File: src/rtl/ps2_scancode_decoder.sv
// PS/2 set-2 scan-code decoder.
// Pops bytes from the keyboard receiver FIFO, folds E0/F0 prefixes into
// one event per key, tracks shift/ctrl/caps and translates to ASCII.
// A single-entry event register holds each event until the CPU reads it;
// while it is full the receiver is not popped, which provides backpressure.
module ps2_scancode_decoder (
  input  logic       clk,
  input  logic       clr,
  input  logic [7:0] kb_data,
  input  logic       kb_ready,
  output logic       kb_rdn,
  input  logic       rdn,
  output logic       key_valid,
  output logic [7:0] key_code,
  output logic       key_ext,
  output logic       key_break,
  output logic [7:0] key_ascii,
  output logic       shift,
  output logic       ctrl,
  output logic       caps
);

  localparam logic [1:0] ST_IDLE   = 2'd0;
  localparam logic [1:0] ST_FETCH  = 2'd1;
  localparam logic [1:0] ST_DECODE = 2'd2;

  logic [1:0] state_q, state_d;
  logic [7:0] code_q, code_d;
  logic       ext_q, ext_d, brk_q, brk_d;
  logic       lshift_q, lshift_d, rshift_q, rshift_d;
  logic       shift_q, shift_d, ctrl_q, ctrl_d;
  logic       caps_q, caps_d, caps_held_q, caps_held_d;
  logic       kb_rdn_q, kb_rdn_d;
  logic       key_valid_q, key_valid_d;
  logic [7:0] key_code_q, key_code_d, key_ascii_q, key_ascii_d;
  logic       key_ext_q, key_ext_d, key_break_q, key_break_d;

  // Letter scan code -> alphabet index 1..26 (0 if not a letter).
  function automatic logic [4:0] letter_idx(input logic [7:0] c);
    case (c)
      8'h1C: letter_idx = 5'd1;   8'h32: letter_idx = 5'd2;
      8'h21: letter_idx = 5'd3;   8'h23: letter_idx = 5'd4;
      8'h24: letter_idx = 5'd5;   8'h2B: letter_idx = 5'd6;
      8'h34: letter_idx = 5'd7;   8'h33: letter_idx = 5'd8;
      8'h43: letter_idx = 5'd9;   8'h3B: letter_idx = 5'd10;
      8'h42: letter_idx = 5'd11;  8'h4B: letter_idx = 5'd12;
      8'h3A: letter_idx = 5'd13;  8'h31: letter_idx = 5'd14;
      8'h44: letter_idx = 5'd15;  8'h4D: letter_idx = 5'd16;
      8'h15: letter_idx = 5'd17;  8'h2D: letter_idx = 5'd18;
      8'h1B: letter_idx = 5'd19;  8'h2C: letter_idx = 5'd20;
      8'h3C: letter_idx = 5'd21;  8'h2A: letter_idx = 5'd22;
      8'h1D: letter_idx = 5'd23;  8'h22: letter_idx = 5'd24;
      8'h35: letter_idx = 5'd25;  8'h1A: letter_idx = 5'd26;
      default: letter_idx = 5'd0;
    endcase
  endfunction

  // Non-letter keys -> {unshifted, shifted} glyph; control keys repeat the same code.
  function automatic logic [15:0] glyph_pair(input logic [7:0] c);
    case (c)
      8'h16: glyph_pair = {8'h31, 8'h21};  8'h1E: glyph_pair = {8'h32, 8'h40};
      8'h26: glyph_pair = {8'h33, 8'h23};  8'h25: glyph_pair = {8'h34, 8'h24};
      8'h2E: glyph_pair = {8'h35, 8'h25};  8'h36: glyph_pair = {8'h36, 8'h5E};
      8'h3D: glyph_pair = {8'h37, 8'h26};  8'h3E: glyph_pair = {8'h38, 8'h2A};
      8'h46: glyph_pair = {8'h39, 8'h28};  8'h45: glyph_pair = {8'h30, 8'h29};
      8'h4E: glyph_pair = {8'h2D, 8'h5F};  8'h55: glyph_pair = {8'h3D, 8'h2B};
      8'h54: glyph_pair = {8'h5B, 8'h7B};  8'h5B: glyph_pair = {8'h5D, 8'h7D};
      8'h5D: glyph_pair = {8'h5C, 8'h7C};  8'h4C: glyph_pair = {8'h3B, 8'h3A};
      8'h52: glyph_pair = {8'h27, 8'h22};  8'h0E: glyph_pair = {8'h60, 8'h7E};
      8'h41: glyph_pair = {8'h2C, 8'h3C};  8'h49: glyph_pair = {8'h2E, 8'h3E};
      8'h4A: glyph_pair = {8'h2F, 8'h3F};  8'h29: glyph_pair = {8'h20, 8'h20};
      8'h5A: glyph_pair = {8'h0D, 8'h0D};  8'h66: glyph_pair = {8'h08, 8'h08};
      8'h0D: glyph_pair = {8'h09, 8'h09};  8'h76: glyph_pair = {8'h1B, 8'h1B};
      default: glyph_pair = 16'h0000;
    endcase
  endfunction

  // Full translation using the modifier state in force before this key.
  function automatic logic [7:0] to_ascii(input logic [7:0] c, input logic ext,
                                          input logic sh, input logic ct, input logic cp);
    logic [4:0]  idx;
    logic [15:0] g;
    idx = letter_idx(c);
    g   = glyph_pair(c);
    if (ext) begin
      if (c == 8'h4A)      to_ascii = 8'h2F;
      else if (c == 8'h5A) to_ascii = 8'h0D;
      else                 to_ascii = 8'h00;
    end else if (idx != 5'd0) begin
      if (ct)            to_ascii = {3'b000, idx};
      else if (sh ^ cp)  to_ascii = {3'b010, idx};
      else               to_ascii = {3'b011, idx};
    end else if (sh) begin
      to_ascii = g[7:0];
    end else begin
      to_ascii = g[15:8];
    end
  endfunction

  // Next-state logic: FSM sequencing, prefix tracking, modifiers and event register.
  always_comb begin
    state_d     = state_q;
    code_d      = code_q;
    ext_d       = ext_q;
    brk_d       = brk_q;
    lshift_d    = lshift_q;
    rshift_d    = rshift_q;
    ctrl_d      = ctrl_q;
    caps_d      = caps_q;
    caps_held_d = caps_held_q;
    key_valid_d = key_valid_q;
    key_code_d  = key_code_q;
    key_ext_d   = key_ext_q;
    key_break_d = key_break_q;
    key_ascii_d = key_ascii_q;

    // CPU read empties the event register; a DECODE load below never coincides.
    if (!rdn && key_valid_q) key_valid_d = 1'b0;
    else                     key_valid_d = key_valid_q;

    case (state_q)
      ST_IDLE: begin
        if (kb_ready && !key_valid_q) state_d = ST_FETCH;
        else                          state_d = ST_IDLE;
      end
      ST_FETCH: begin
        code_d  = kb_data;
        state_d = ST_DECODE;
      end
      ST_DECODE: begin
        state_d = ST_IDLE;
        case (code_q)
          8'hE0: ext_d = 1'b1;
          8'hF0: brk_d = 1'b1;
          8'hE1, 8'h00, 8'hAA, 8'hEE, 8'hFA, 8'hFC, 8'hFE, 8'hFF: begin
            ext_d = 1'b0;
            brk_d = 1'b0;
          end
          default: begin
            ext_d = 1'b0;
            brk_d = 1'b0;
            // E0 12 / E0 59 are fake shifts emitted around nav keys: ignore.
            if (ext_q && (code_q == 8'h12 || code_q == 8'h59)) begin
              key_valid_d = key_valid_q;
            end else begin
              if (!ext_q && code_q == 8'h12) lshift_d = !brk_q;
              else                           lshift_d = lshift_q;
              if (!ext_q && code_q == 8'h59) rshift_d = !brk_q;
              else                           rshift_d = rshift_q;
              if (code_q == 8'h14) ctrl_d = !brk_q;
              else                 ctrl_d = ctrl_q;
              if (code_q == 8'h58) begin
                if (brk_q) begin
                  caps_held_d = 1'b0;
                end else if (!caps_held_q) begin
                  caps_d      = !caps_q;
                  caps_held_d = 1'b1;
                end else begin
                  caps_held_d = caps_held_q;
                end
              end else begin
                caps_held_d = caps_held_q;
              end
              key_valid_d = 1'b1;
              key_code_d  = code_q;
              key_ext_d   = ext_q;
              key_break_d = brk_q;
              key_ascii_d = to_ascii(code_q, ext_q, shift_q, ctrl_q, caps_q);
            end
          end
        endcase
      end
      default: state_d = ST_IDLE;
    endcase

    shift_d  = lshift_d | rshift_d;
    kb_rdn_d = ~(state_d == ST_FETCH);
  end

  // State and output registers with asynchronous reset.
  always_ff @(posedge clk or posedge clr) begin
    if (clr) begin
      state_q     <= ST_IDLE;
      code_q      <= 8'h00;
      ext_q       <= 1'b0;
      brk_q       <= 1'b0;
      lshift_q    <= 1'b0;
      rshift_q    <= 1'b0;
      shift_q     <= 1'b0;
      ctrl_q      <= 1'b0;
      caps_q      <= 1'b0;
      caps_held_q <= 1'b0;
      kb_rdn_q    <= 1'b1;
      key_valid_q <= 1'b0;
      key_code_q  <= 8'h00;
      key_ext_q   <= 1'b0;
      key_break_q <= 1'b0;
      key_ascii_q <= 8'h00;
    end else begin
      state_q     <= state_d;
      code_q      <= code_d;
      ext_q       <= ext_d;
      brk_q       <= brk_d;
      lshift_q    <= lshift_d;
      rshift_q    <= rshift_d;
      shift_q     <= shift_d;
      ctrl_q      <= ctrl_d;
      caps_q      <= caps_d;
      caps_held_q <= caps_held_d;
      kb_rdn_q    <= kb_rdn_d;
      key_valid_q <= key_valid_d;
      key_code_q  <= key_code_d;
      key_ext_q   <= key_ext_d;
      key_break_q <= key_break_d;
      key_ascii_q <= key_ascii_d;
    end
  end

  assign kb_rdn    = kb_rdn_q;
  assign key_valid = key_valid_q;
  assign key_code  = key_code_q;
  assign key_ext   = key_ext_q;
  assign key_break = key_break_q;
  assign key_ascii = key_ascii_q;
  assign shift     = shift_q;
  assign ctrl      = ctrl_q;
  assign caps      = caps_q;

endmodule
File: config.mk
export PLATFORM = sky130hd
export DESIGN_NAME = ps2_scancode_decoder
export DESIGN_NICKNAME = d
export VERILOG_FILES = /design/src/rtl/ps2_scancode_decoder.sv
export SDC_FILE = /design/constraint.sdc
export NUM_CORES = 1
export LEC_CHECK = 0
export CAP_MARGIN = 20
export CORE_ASPECT_RATIO = 0.9
export CORE_MARGIN = 1
export CORE_UTILIZATION = 45
export DETAILED_ROUTE_END_ITERATION = 10
export PLACE_DENSITY = 0.66
export SLEW_MARGIN = 20
export SYNTH_ARGS = -nofsm -noshare
export SYNTH_HDL_FRONTEND = slang
export SYNTH_SLANG_ARGS = --single-unit
export TNS_END_PERCENT = 1
File: constraint.sdc
create_clock -name clk -period 4.66 [get_ports clk]
set_input_delay 1.165 -clock clk [delete_from_list [all_inputs] [get_ports clk]]
set_output_delay 1.165 -clock clk [all_outputs]
set_load 0.01 [all_outputs]
==> run_results.csv <==
group,metric,value,unit
run_status,status,"finished clean",
grt,grt_pass1_vias,2895,
placed_design,hpwl,6500,um
route,vias,3178,
timing,rsz0062_at_grt,"false",
clock_tree,worst_skew_pair.late_latency,290,ps
placed_design,port_buffers,33,
clock_tree,cts_htree_levels,2,
grt,grtUsageTotal,0.276,
finish,layout_commonest_cell,"nand2_1",
synth,syn_area,3040,um2
route,wirelength,9390,um
clock_tree,ctsLongestPathBuffers,2,
finish,regArea,927,um2
job,maxCapViolations,0,
clock_tree,cts.repair.resized,0,
critical_path,arrival,3660,ps
timing,min_period_over_period,0.752,
timing,tns,0,ps
clock_tree,root_buffer,"clkbuf_8",
finish,antenna_cells,0,
route,detail_route.wl_per_cell,19.2,um
synth,synth_top_area_share,0.296,
finish,multiInputGateArea,1880,um2
synth,seq_area_frac_synth,0.305,
timing,setup_viol,0,
critical_path,endpoint_kind,"flip-flop",
die,ios,35,
placed_design,place_congestion,1.01,
route,ant_nets,0,
synth,synth.distinct_cells,68,
synth,synth_edf_count,0,
clock_tree,numCtsBuffers,5,
finish,synthToLayoutAreaGrowth,13.6,%
route,drc,0,
grt,overflow,0,
finish,drive_gt1_frac,0.0653,
synth,ys.warnings.count,0,
critical_path,startpoint,"code_q[1]",
clock_tree,cts_setup_buffers,0,
route,vias_per_cell,6.51,
critical_path,crit_type,"flip-flop to flip-flop",
timing,hold_viol_final,0,
route,first_iter_violations,532,
synth,yosys.area.top_type,"dfrtp_1",
clock_tree,clk_pin_slew,80,ps
critical_path,critPathMaxFanout,30,
clock_tree,cts_sinks,37,
synth,syn_nets,403,
finish,final_area,3460,um2
die,core.rowCount,28,
power_and_ir_drop,max-vdd-ir-drop,0.397,mV
timing,slew_headroom,0.360,
die,core,6550,um2
finish,nNetsFinal,413,
grt,grt_max_degree,38,
timing,final-max-slew-violation-count,0,
die,fp.dieW,88.7,um
timing,min_period,3500,ps
finish,fin_util,0.528,
critical_path,crit-reg2reg-launch,"code_q[1]",
timing,max_freq,0.285,GHz
grt,antenna_found_initial,0,
power_and_ir_drop,power_density,792,nW/um2
critical_path,worstPathRequired,4820,ps
synth,avgSynthCellArea,7.87,um2
critical_path,cp-start-kind,"flip-flop",
clock_tree,ctsHoldBuffers,0,
finish,filler_cell_count,622,
route,dr.pass1.iters,6,
power_and_ir_drop,total_power,0.00274,W
placed_design,placed_area,3350,um2
synth,synthArstFlopShare,1.00,
finish,layout.cells.most_common_list,"50 x nand2_1, 41 x o21ai_0, 36 x dfrtp_1",
die,die_area,7100,um2
worst_hold_path,hold_path.class,"flip-flop to flip-flop",
worst_hold_path,hp-start,"key_break",
synth,synth-main-ff-cell,"dfrtp_1",
timing,worstMarginPinSlew,961,ps
die,start_util,0.465,
die,die_height,80.0,um
grt,grt_pass1_wl,14900,um
synth,ys_ff_latch,37,
timing,hold_slack,482,ps
synth,ys_top_cells_by_area,"dfrtp_1 30%, o21ai_0 6.7%, nand2_1 6.2%",
timing,finalClockSkew,6.37,ps
clock_tree,cts_tree,"yes",
power_and_ir_drop,power.leakage,1.38,nW
synth,netlist_instances,387,
-- critical path: stages, from the launching register on --
cell	delay (ps)
dfrtp_1	620
ha_1	880
or3b_1	460
a2111oi_4	520
nand2_1	120
nand2_1	490
nor4_1	130
mux2i_1	150
-- layer usage --
| layer | wire [um] | up-vias | GRT usage | share of wire |
|---|---|---|---|---|
| met5 | 0 | - | 0 | 0 |
| met1 | 4190 | 1474 | 0.399 | 0.45 |
| li1 | - | 1449 | - | - |
| met4 | 313 | 0 | 0.115 | 0.033 |
| met3 | 925 | 35 | 0.0589 | 0.099 |
| met2 | 3960 | 220 | 0.393 | 0.42 |
-- power by group --
group / internal, W / switching (W) / total (W)
Clock: 0.000161 / 0.000120 / 0.000281
Combinational: 0.000687 / 0.00106 / 0.00174
Sequential: 0.000464 / 0.000248 / 0.000712
-- cells by family (layout without fill, tap and decap cells) --
group / after synthesis / in the layout / share of synthesized area
compound gates: 141 / 141 / 0.319
simple gates: 140 / 140 / 0.232
buf+inv: 49 / 60 / 0.0773
flops: 37 / 37 / 0.305
mux: 12 / 12 / 0.0407
fa+ha+maj: 4 / 4 / 0.0164
xor+xnor: 3 / 3 / 0.00863
other cells: 1 / 1 / 0.00123
-- final timing paths --
kind,endpoint,slack (ps),cells after the start
max,ctrl,1160,7
min,key_break,480,2
max reg2reg,ctrl,1160,7
min reg2reg,key_break,480,2
max in group asynchronous,kb_rdn,3040,3
min in group asynchronous,state_q[0],1280,3
-- area by class of cell --
cell class / count / area share
Multi-Input combinational cell: 301 / 0.544
Sequential cell: 37 / 0.268
Timing Repair Buffer: 39 / 0.109
Tap cell: 90 / 0.0326
Clock buffer: 6 / 0.0210
Inverter: 13 / 0.0141
Clock inverter: 2 / 0.0112
-- state kept, by name, indices dropped and copies added (netlist names), 2 cells and up --
name       count
state_q        2
key_code       8
code_q         8
key_ascii      7
-- synth_stat cells, types with 7 or more instances --
| cell type | instances |
|---|---|
| nand2_1 | 50 |
| o21ai_0 | 41 |
| dfrtp_1 | 36 |
| nor2_1 | 25 |
| a21oi_1 | 21 |
| clkbuf_1 | 18 |
| nand3_1 | 12 |
| inv_1 | 11 |
| nand2b_1 | 11 |
| buf_2 | 10 |
| mux2i_1 | 9 |
| nor2b_1 | 9 |
| a211oi_1 | 7 |
| o211ai_1 | 7 |
-- per-stage QoR --
stage | worst slack (ps) | instances
after floorplan | 2260 | 387
after global placement | 1360 | 480
after detailed placement | 1240 | 480
after CTS | 1230 | 488
after global routing | 954 | 488
final | 1160 | 488
Note: power is estimated with default switching activity, not from simulation.
